`src/rtl/fifo_serial_tx.sv`:
```
// ---------------------------------------------------------------------------
// fifo_serial_tx
//
// Pops words from an upstream FIFO and sends each one as an asynchronous
// serial frame: start bit (0), BITS data bits LSB first, an optional even
// parity bit, and one stop bit (1). Every bit lasts CLKS_PER_BIT clocks.
//
// Parameters
//   BITS          word width popped from the FIFO (>= 2)
//   CLKS_PER_BIT  clk cycles per serial bit (>= 2)
//   PARITY_EN     1 = even parity bit present, 0 = no parity bit
//
// Ports
//   clk          clock; all state changes on the rising edge
//   rst_n        asynchronous, active-low reset
//   enable       permits new frames to start (never aborts a frame)
//   fifo_ready   upstream FIFO holds at least one word
//   fifo_data    upstream FIFO head word
//   fifo_read    pop strobe, high for the single LOAD cycle of each frame
//   tx           registered serial line, idle high
//   busy         high whenever the FSM is not in IDLE
//   frame_done   one-cycle pulse in the first IDLE cycle after STOP
//   frame_count  number of completed frames, wraps at 16 bits
//
// Timing: tx is registered from the current state, so the line trails the
// FSM by one clock. A frame accepted at edge N is in LOAD for cycle N..N+1,
// enters START at N+1 and drives the start bit from edge N+2. Back-to-back
// frames therefore see exactly two idle-high cycles (IDLE + LOAD) between
// the end of the stop bit and the next start bit.
// ---------------------------------------------------------------------------
module fifo_serial_tx #(
    parameter int BITS         = 12,
    parameter int CLKS_PER_BIT = 4,
    parameter int PARITY_EN    = 1
) (
    input  logic            clk,
    input  logic            rst_n,
    input  logic            enable,
    input  logic            fifo_ready,
    input  logic [BITS-1:0] fifo_data,
    output logic            fifo_read,
    output logic            tx,
    output logic            busy,
    output logic            frame_done,
    output logic [15:0]     frame_count
);

    localparam int BAUD_W = (CLKS_PER_BIT > 1) ? $clog2(CLKS_PER_BIT) : 1;
    localparam int BIT_W  = (BITS > 1) ? $clog2(BITS) : 1;

    localparam logic [BAUD_W-1:0] BAUD_LAST = BAUD_W'(CLKS_PER_BIT - 1);
    localparam logic [BIT_W-1:0]  BIT_LAST  = BIT_W'(BITS - 1);

    typedef enum logic [2:0] {
        IDLE   = 3'd0,
        LOAD   = 3'd1,
        START  = 3'd2,
        DATA   = 3'd3,
        PARITY = 3'd4,
        STOP   = 3'd5
    } state_t;

    state_t             state_reg;
    logic [BAUD_W-1:0]  baud_reg;
    logic [BIT_W-1:0]   bit_reg;
    logic [BITS-1:0]    shift_reg;
    logic               parity_reg;
    logic               tx_reg;
    logic               frame_done_reg;
    logic [15:0]        frame_count_reg;
    // Set by the first clock edge after reset release; holds off LOAD so the
    // first pop cannot happen before the second rising edge.
    logic               armed_reg;

    logic               baud_last;
    logic [BITS:0]      par_chain;

    // Even parity of the FIFO head word as an XOR chain; only sampled at
    // the LOAD-exit edge together with the word itself.
    assign par_chain[0] = 1'b0;
    generate
        for (genvar gi = 0; gi < BITS; gi++) begin : g_parity
            assign par_chain[gi+1] = par_chain[gi] ^ fifo_data[gi];
        end
    endgenerate

    assign baud_last = (baud_reg == BAUD_LAST);

    always_ff @(posedge clk or negedge rst_n) begin
        if (!rst_n) begin
            state_reg       <= IDLE;
            baud_reg        <= '0;
            bit_reg         <= '0;
            shift_reg       <= '0;
            parity_reg      <= 1'b0;
            tx_reg          <= 1'b1;
            frame_done_reg  <= 1'b0;
            frame_count_reg <= 16'h0000;
            armed_reg       <= 1'b0;
        end else begin
            armed_reg      <= 1'b1;
            frame_done_reg <= 1'b0;

            case (state_reg)
                IDLE: begin
                    tx_reg   <= 1'b1;
                    baud_reg <= '0;
                    bit_reg  <= '0;
                    if (armed_reg && enable && fifo_ready) begin
                        state_reg <= LOAD;
                    end
                end

                // The pop strobe is high during this cycle; the word is
                // captured on the edge that leaves LOAD, whatever fifo_ready
                // says at that moment.
                LOAD: begin
                    tx_reg     <= 1'b1;
                    shift_reg  <= fifo_data;
                    parity_reg <= par_chain[BITS];
                    baud_reg   <= '0;
                    bit_reg    <= '0;
                    state_reg  <= START;
                end

                START: begin
                    tx_reg <= 1'b0;
                    if (baud_last) begin
                        baud_reg  <= '0;
                        state_reg <= DATA;
                    end else begin
                        baud_reg <= baud_reg + 1'b1;
                    end
                end

                // tx takes the current LSB; the shift happens on the edge
                // that closes the bit, so the next bit appears one clock
                // later in lockstep with the rest of the line timing.
                DATA: begin
                    tx_reg <= shift_reg[0];
                    if (baud_last) begin
                        baud_reg  <= '0;
                        shift_reg <= shift_reg >> 1;
                        if (bit_reg == BIT_LAST) begin
                            bit_reg   <= '0;
                            state_reg <= (PARITY_EN != 0) ? PARITY : STOP;
                        end else begin
                            bit_reg <= bit_reg + 1'b1;
                        end
                    end else begin
                        baud_reg <= baud_reg + 1'b1;
                    end
                end

                PARITY: begin
                    tx_reg <= parity_reg;
                    if (baud_last) begin
                        baud_reg  <= '0;
                        state_reg <= STOP;
                    end else begin
                        baud_reg <= baud_reg + 1'b1;
                    end
                end

                STOP: begin
                    tx_reg <= 1'b1;
                    if (baud_last) begin
                        baud_reg        <= '0;
                        state_reg       <= IDLE;
                        frame_done_reg  <= 1'b1;
                        frame_count_reg <= frame_count_reg + 16'd1;
                    end else begin
                        baud_reg <= baud_reg + 1'b1;
                    end
                end

                default: begin
                    tx_reg    <= 1'b1;
                    baud_reg  <= '0;
                    bit_reg   <= '0;
                    state_reg <= IDLE;
                end
            endcase
        end
    end

    // Pure state decodes: they follow the asynchronous reset instantly.
    assign fifo_read   = (state_reg == LOAD);
    assign busy        = (state_reg != IDLE);
    assign tx          = tx_reg;
    assign frame_done  = frame_done_reg;
    assign frame_count = frame_count_reg;

endmodule

```
`config.mk`:
```
export PLATFORM = sky130hd
export DESIGN_NAME = fifo_serial_tx
export DESIGN_NICKNAME = d
export VERILOG_FILES = /design/src/rtl/fifo_serial_tx.sv
export SDC_FILE = /design/constraint.sdc
export NUM_CORES = 1
export LEC_CHECK = 0
export CORE_MARGIN = 2
export CORE_UTILIZATION = 33
export CTS_BUF_LIST = sky130_fd_sc_hd__clkbuf_2
export CTS_CLUSTER_DIAMETER = 30
export DETAILED_ROUTE_END_ITERATION = 7
export SETUP_SLACK_MARGIN = 0.3
export SLEW_MARGIN = 20
export SYNTH_ARGS = -nofsm -noshare
export SYNTH_HDL_FRONTEND = slang
export SYNTH_SLANG_ARGS = --single-unit
export TNS_END_PERCENT = 20
```
`constraint.sdc`:
```
create_clock -name clk -period 1.75 [get_ports clk]
set_input_delay 0.2625 -clock clk [delete_from_list [all_inputs] [get_ports clk]]
set_output_delay 0.2625 -clock clk [all_outputs]
set_load 0.02 [all_outputs]
```
==> report_table.html <==
<table>
<tr><th>Metric</th><th>Value</th></tr>
<tr><th colspan="2">GRT</th></tr>
<tr><td>Global-route wire length before repair</td><td>6775 um</td></tr>
<tr><td>Maximum number of pins on one net before global-route repair</td><td>42</td></tr>
<tr><td>Initial antenna violation count</td><td>0</td></tr>
<tr><td>Global-route congestion overflow total</td><td>0</td></tr>
<tr><td>Number of global-route vias before repair</td><td>1,528</td></tr>
<tr><td>Tot GR Track Use</td><td>13.11%</td></tr>
<tr><th colspan="2">STA</th></tr>
<tr><td>Final number of max-transition violations</td><td>0</td></tr>
<tr><td>Worst clock skew</td><td>0.02848 ns</td></tr>
<tr><td>Slew Limit Headroom</td><td>65.49%</td></tr>
<tr><td>Transition time at the pin with the least slew margin</td><td>0.5176 ns</td></tr>
<tr><td>Setup TNS</td><td>0 ns</td></tr>
<tr><td>Minimum period implied by the final worst setup slack</td><td>1.642 ns</td></tr>
<tr><td>Number of hold violations in the final report</td><td>0</td></tr>
<tr><td>RSZ-0062 raised after global routing</td><td>true</td></tr>
<tr><td>Setup violation total in the final timing report</td><td>0</td></tr>
<tr><td>Peak clock frequency supported by timing</td><td>0.6089 GHz</td></tr>
<tr><td>Period utilisation layout</td><td>93.84%</td></tr>
<tr><th colspan="2">Die</th></tr>
<tr><td>Core Region</td><td>5921 um^2</td></tr>
<tr><td>Top-Level Pins</td><td>36</td></tr>
<tr><td>Starting density of the core</td><td>34.00%</td></tr>
<tr><td>Area enclosed by the die boundary</td><td>6741 um^2</td></tr>
<tr><td>Die height</td><td>82.11 um</td></tr>
<tr><td>Number of placement rows</td><td>28</td></tr>
<tr><td>Die Span X</td><td>82.11 um</td></tr>
<tr><th colspan="2">Route</th></tr>
<tr><td>Total via count after detailed routing</td><td>1,511</td></tr>
<tr><td>Ratio of routed vias to standard cells</td><td>4.737</td></tr>
<tr><td>Detail-routed net length per standard cell</td><td>12.65 um</td></tr>
<tr><td>Iteration count of the initial detailed-routing pass</td><td>4</td></tr>
<tr><td>Count of unresolved DRC violations after routing</td><td>0</td></tr>
<tr><td>Wire length after detailed routing</td><td>4034 um</td></tr>
<tr><td>Number of DRC markers in iteration 0</td><td>69</td></tr>
<tr><td>DRT antenna net count</td><td>0</td></tr>
<tr><th colspan="2">Clocking</th></tr>
<tr><td>Number of buffers added by the clock tree synthesis step</td><td>5</td></tr>
<tr><td>Clock latency reported for the late side of the worst-skew pair</td><td>0.41 ns</td></tr>
<tr><td>H-tree depth reported by CTS</td><td>2</td></tr>
<tr><td>Clock Sink Count</td><td>41</td></tr>
<tr><td>Clock-pin slew reported for the worst setup and hold paths after clock tree synthesis</td><td>0.23 ns</td></tr>
<tr><td>Master cell of the clock root buffer</td><td>clkbuf_2</td></tr>
<tr><td>Clock Path Buffers</td><td>2</td></tr>
<tr><td>TritonCTS clock tree</td><td>done</td></tr>
<tr><th colspan="2">Place</th></tr>
<tr><td>Number of instances in the placed design</td><td>295</td></tr>
<tr><td>HPWL after detailed placement</td><td>2692 um</td></tr>
<tr><td>Port buffer count</td><td>35</td></tr>
<tr><td>Routability congestion estimate</td><td>0.7248</td></tr>
<tr><th colspan="2">Logic synthesis</th></tr>
<tr><td>Async set or reset register ratio after synthesis</td><td>100.0%</td></tr>
<tr><td>Unique cell type count in the Yosys netlist</td><td>42</td></tr>
<tr><td>Total of warnings raised by yosys</td><td>0</td></tr>
<tr><td>Count of flip-flops with a built-in enable after synthesis</td><td>0</td></tr>
<tr><td>Post-Synthesis Net Count</td><td>201</td></tr>
<tr><td>Count of mapped cells out of synthesis</td><td>182</td></tr>
<tr><td>Number of synthesized register bits</td><td>41</td></tr>
<tr><td>Predominant post-synthesis flop cell</td><td>dfrtp_1</td></tr>
<tr><td>Sequential fraction of the synthesis area</td><td>51.03%</td></tr>
<tr><td>Syn Area/Cell</td><td>11.06 um^2</td></tr>
<tr><td>Cell area after synthesis</td><td>2013 um^2</td></tr>
<tr><th colspan="2">Cells and area</th></tr>
<tr><td>Commonest non-fill, non-tap cells in the layout</td><td>dfrtp_1, buf_4, nand2_1</td></tr>
<tr><td>Fillers</td><td>589</td></tr>
<tr><td>Area added between synthesis and finish</td><td>33.81%</td></tr>
<tr><td>Fraction of final layout cells sized beyond drive strength 1</td><td>22.54%</td></tr>
<tr><td>Diode count</td><td>0</td></tr>
<tr><td>Final Instance Count excl. Fillers</td><td>319</td></tr>
<tr><td>Most frequent standard cell in the layout excluding fill and tap cells</td><td>dfrtp_1</td></tr>
<tr><td>Max FFs per register</td><td>16</td></tr>
<tr><td>Fin nets</td><td>262</td></tr>
<tr><th colspan="2">Worst setup path</th></tr>
<tr><td>Launching element type of the critical path</td><td>flop</td></tr>
<tr><td>Arrival time of data at the critical path endpoint</td><td>1.38 ns</td></tr>
<tr><td>Critical path type</td><td>reg -&gt; out</td></tr>
<tr><td>Data required time at the worst endpoint</td><td>1.49 ns</td></tr>
<tr><td>CP max FO</td><td>3</td></tr>
<tr><td>Kind of end point of the critical path</td><td>primary output</td></tr>
<tr><td>Worst reg-to-reg setup slack</td><td>0.19 ns</td></tr>
<tr><th colspan="2">Power and ir drop</th></tr>
<tr><td>Net switching power of the design</td><td>0.0009851 W</td></tr>
<tr><td>Leak</td><td>1.306 nW</td></tr>
<tr><td>Clock share of power</td><td>14.7%</td></tr>
<tr><td>Max rail drop VDD</td><td>0.4632 mV</td></tr>
<tr><td>Power per cell area</td><td>1040 nW/um^2</td></tr>
<tr><td>Combinational cell fraction of total power</td><td>38.7%</td></tr>
<tr><td>Switching power as a share of total power</td><td>35.16%</td></tr>
<tr><td>Part of the total power dissipated in sequential elements</td><td>46.5%</td></tr>
<tr><td>Cell-internal power</td><td>0.001817 W</td></tr>
<tr><th colspan="2">Job</th></tr>
<tr><td>Max-cap violations</td><td>0</td></tr>
<tr><th colspan="2">Status</th></tr>
<tr><td>Result of the run</td><td>finished, final reports clean</td></tr>
<tr><th colspan="2">Hold path</th></tr>
<tr><td>Worst hold-check path type</td><td>in -&gt; async</td></tr>
</table>
-- worst max-delay path: stages, from the launching register on --
cell     delay (ns)
dfrtp_1        0.45
or3_4          0.40
buf_6          0.14
-- per-layer routing --
layer	GRT usage, %	share of wire, %
met5	0	0
met4	4.000	1.6
met3	3.587	4.0
met2	22.93	51
met1	15.68	43
-- synthesized netlist by cell type, types with 2 or more instances --
cell / n / area [um^2]
a21o_1: 2 / 15.01
nand3_1: 6 / 30.03
xnor2_1: 14 / 122.6
dfrtp_1: 40 / 1001
ha_1: 3 / 37.54
inv_1: 4 / 15.01
nand4_1: 4 / 25.02
o21ai_0: 14 / 70.07
nor3_1: 5 / 25.02
and2_1: 3 / 18.77
nand3b_1: 2 / 15.01
nor2_1: 7 / 26.28
nand2_1: 18 / 67.56
nand2b_1: 3 / 18.77
nor2b_1: 2 / 12.51
clkbuf_1: 2 / 7.510
xor2_1: 11 / 96.34
a21oi_1: 4 / 20.02
buf_6: 2 / 22.52
mux2i_1: 12 / 120.1
nor3b_1: 3 / 22.52
-- area by class of cell --
class                   instances  area, um^2  share of cell area (%)
flip-flops and latches         41        1031                   38.27
multi-input cells             132       999.7                   37.11
repair buffers                 59       511.7                   19.00
well taps                      75       93.84                   3.484
clock buffers                   5       25.02                  0.9289
clock inverters                 3       17.52                  0.6503
inverters                       4       15.01                  0.5574
-- stage by stage --
| step | setup WS [ns] | utilization (%) | instance area [um^2] | hold WS, ns | power, W |
|---|---|---|---|---|---|
| finish | 0.1078 | 45.50 | 2694 | 0.4075 | 0.002802 |
| floorplan | 0.2676 | - | 2026 | -0.03309 | 0.002038 |
| detailed placement | 0.03402 | 42.05 | 2490 | 0.3676 | 0.002353 |
| global placement | 0.03920 | 42.05 | 2490 | 0.3670 | 0.002322 |
| CTS | 0.07138 | 44.02 | 2606 | 0.4075 | 0.002777 |
| global route | 0.02595 | 45.50 | 2694 | 0.4210 | 0.003052 |
-- cell families after synthesis --
logic type / after synthesis / synth area share [%]
buf+inv: 10 / 2.859
compound gates: 27 / 8.142
mux: 13 / 6.526
flops: 41 / 51.03
other cells: 1 / 0.1863
fa+ha+maj: 3 / 1.865
xor+xnor: 26 / 11.99
simple gates: 61 / 17.40
-- worst paths after layout --
kind | start | to | depth (start not counted)
max | state_reg[2] | busy | 2
max in group asynchronous | rst_n | frame_count[1] | 3
min in group clk | baud_reg[0] | baud_reg[0] | 1
min reg2reg | baud_reg[0] | baud_reg[0] | 1
min | rst_n | frame_count[7] | 3
max reg2reg | state_reg[2] | bit_reg[3] | 5
-- timing repair --
action                     4_1_cts  5_1_grt
buffers inserted                10        4
hold endpoints to repair        40        0
setup endpoints to repair       31       47
resized for setup               38       11
pin swaps                        1        2
hold buffers                     1        0
cloned                           0        1
-- power groups by stage --
| stage | logic [W] | clock network [W] | registers (W) |
|---|---|---|---|
| global route | 0.00123 | 0.000480 | 0.00134 |
| CTS | 0.00103 | 0.000441 | 0.00131 |
| global placement | 0.000999 | 0 | 0.00132 |
| floorplan | 0.000730 | 0 | 0.00131 |
| detailed placement | 0.00103 | 0 | 0.00133 |
| finish | 0.00108 | 0.000413 | 0.00130 |
Power figures use the tool's default switching activity.
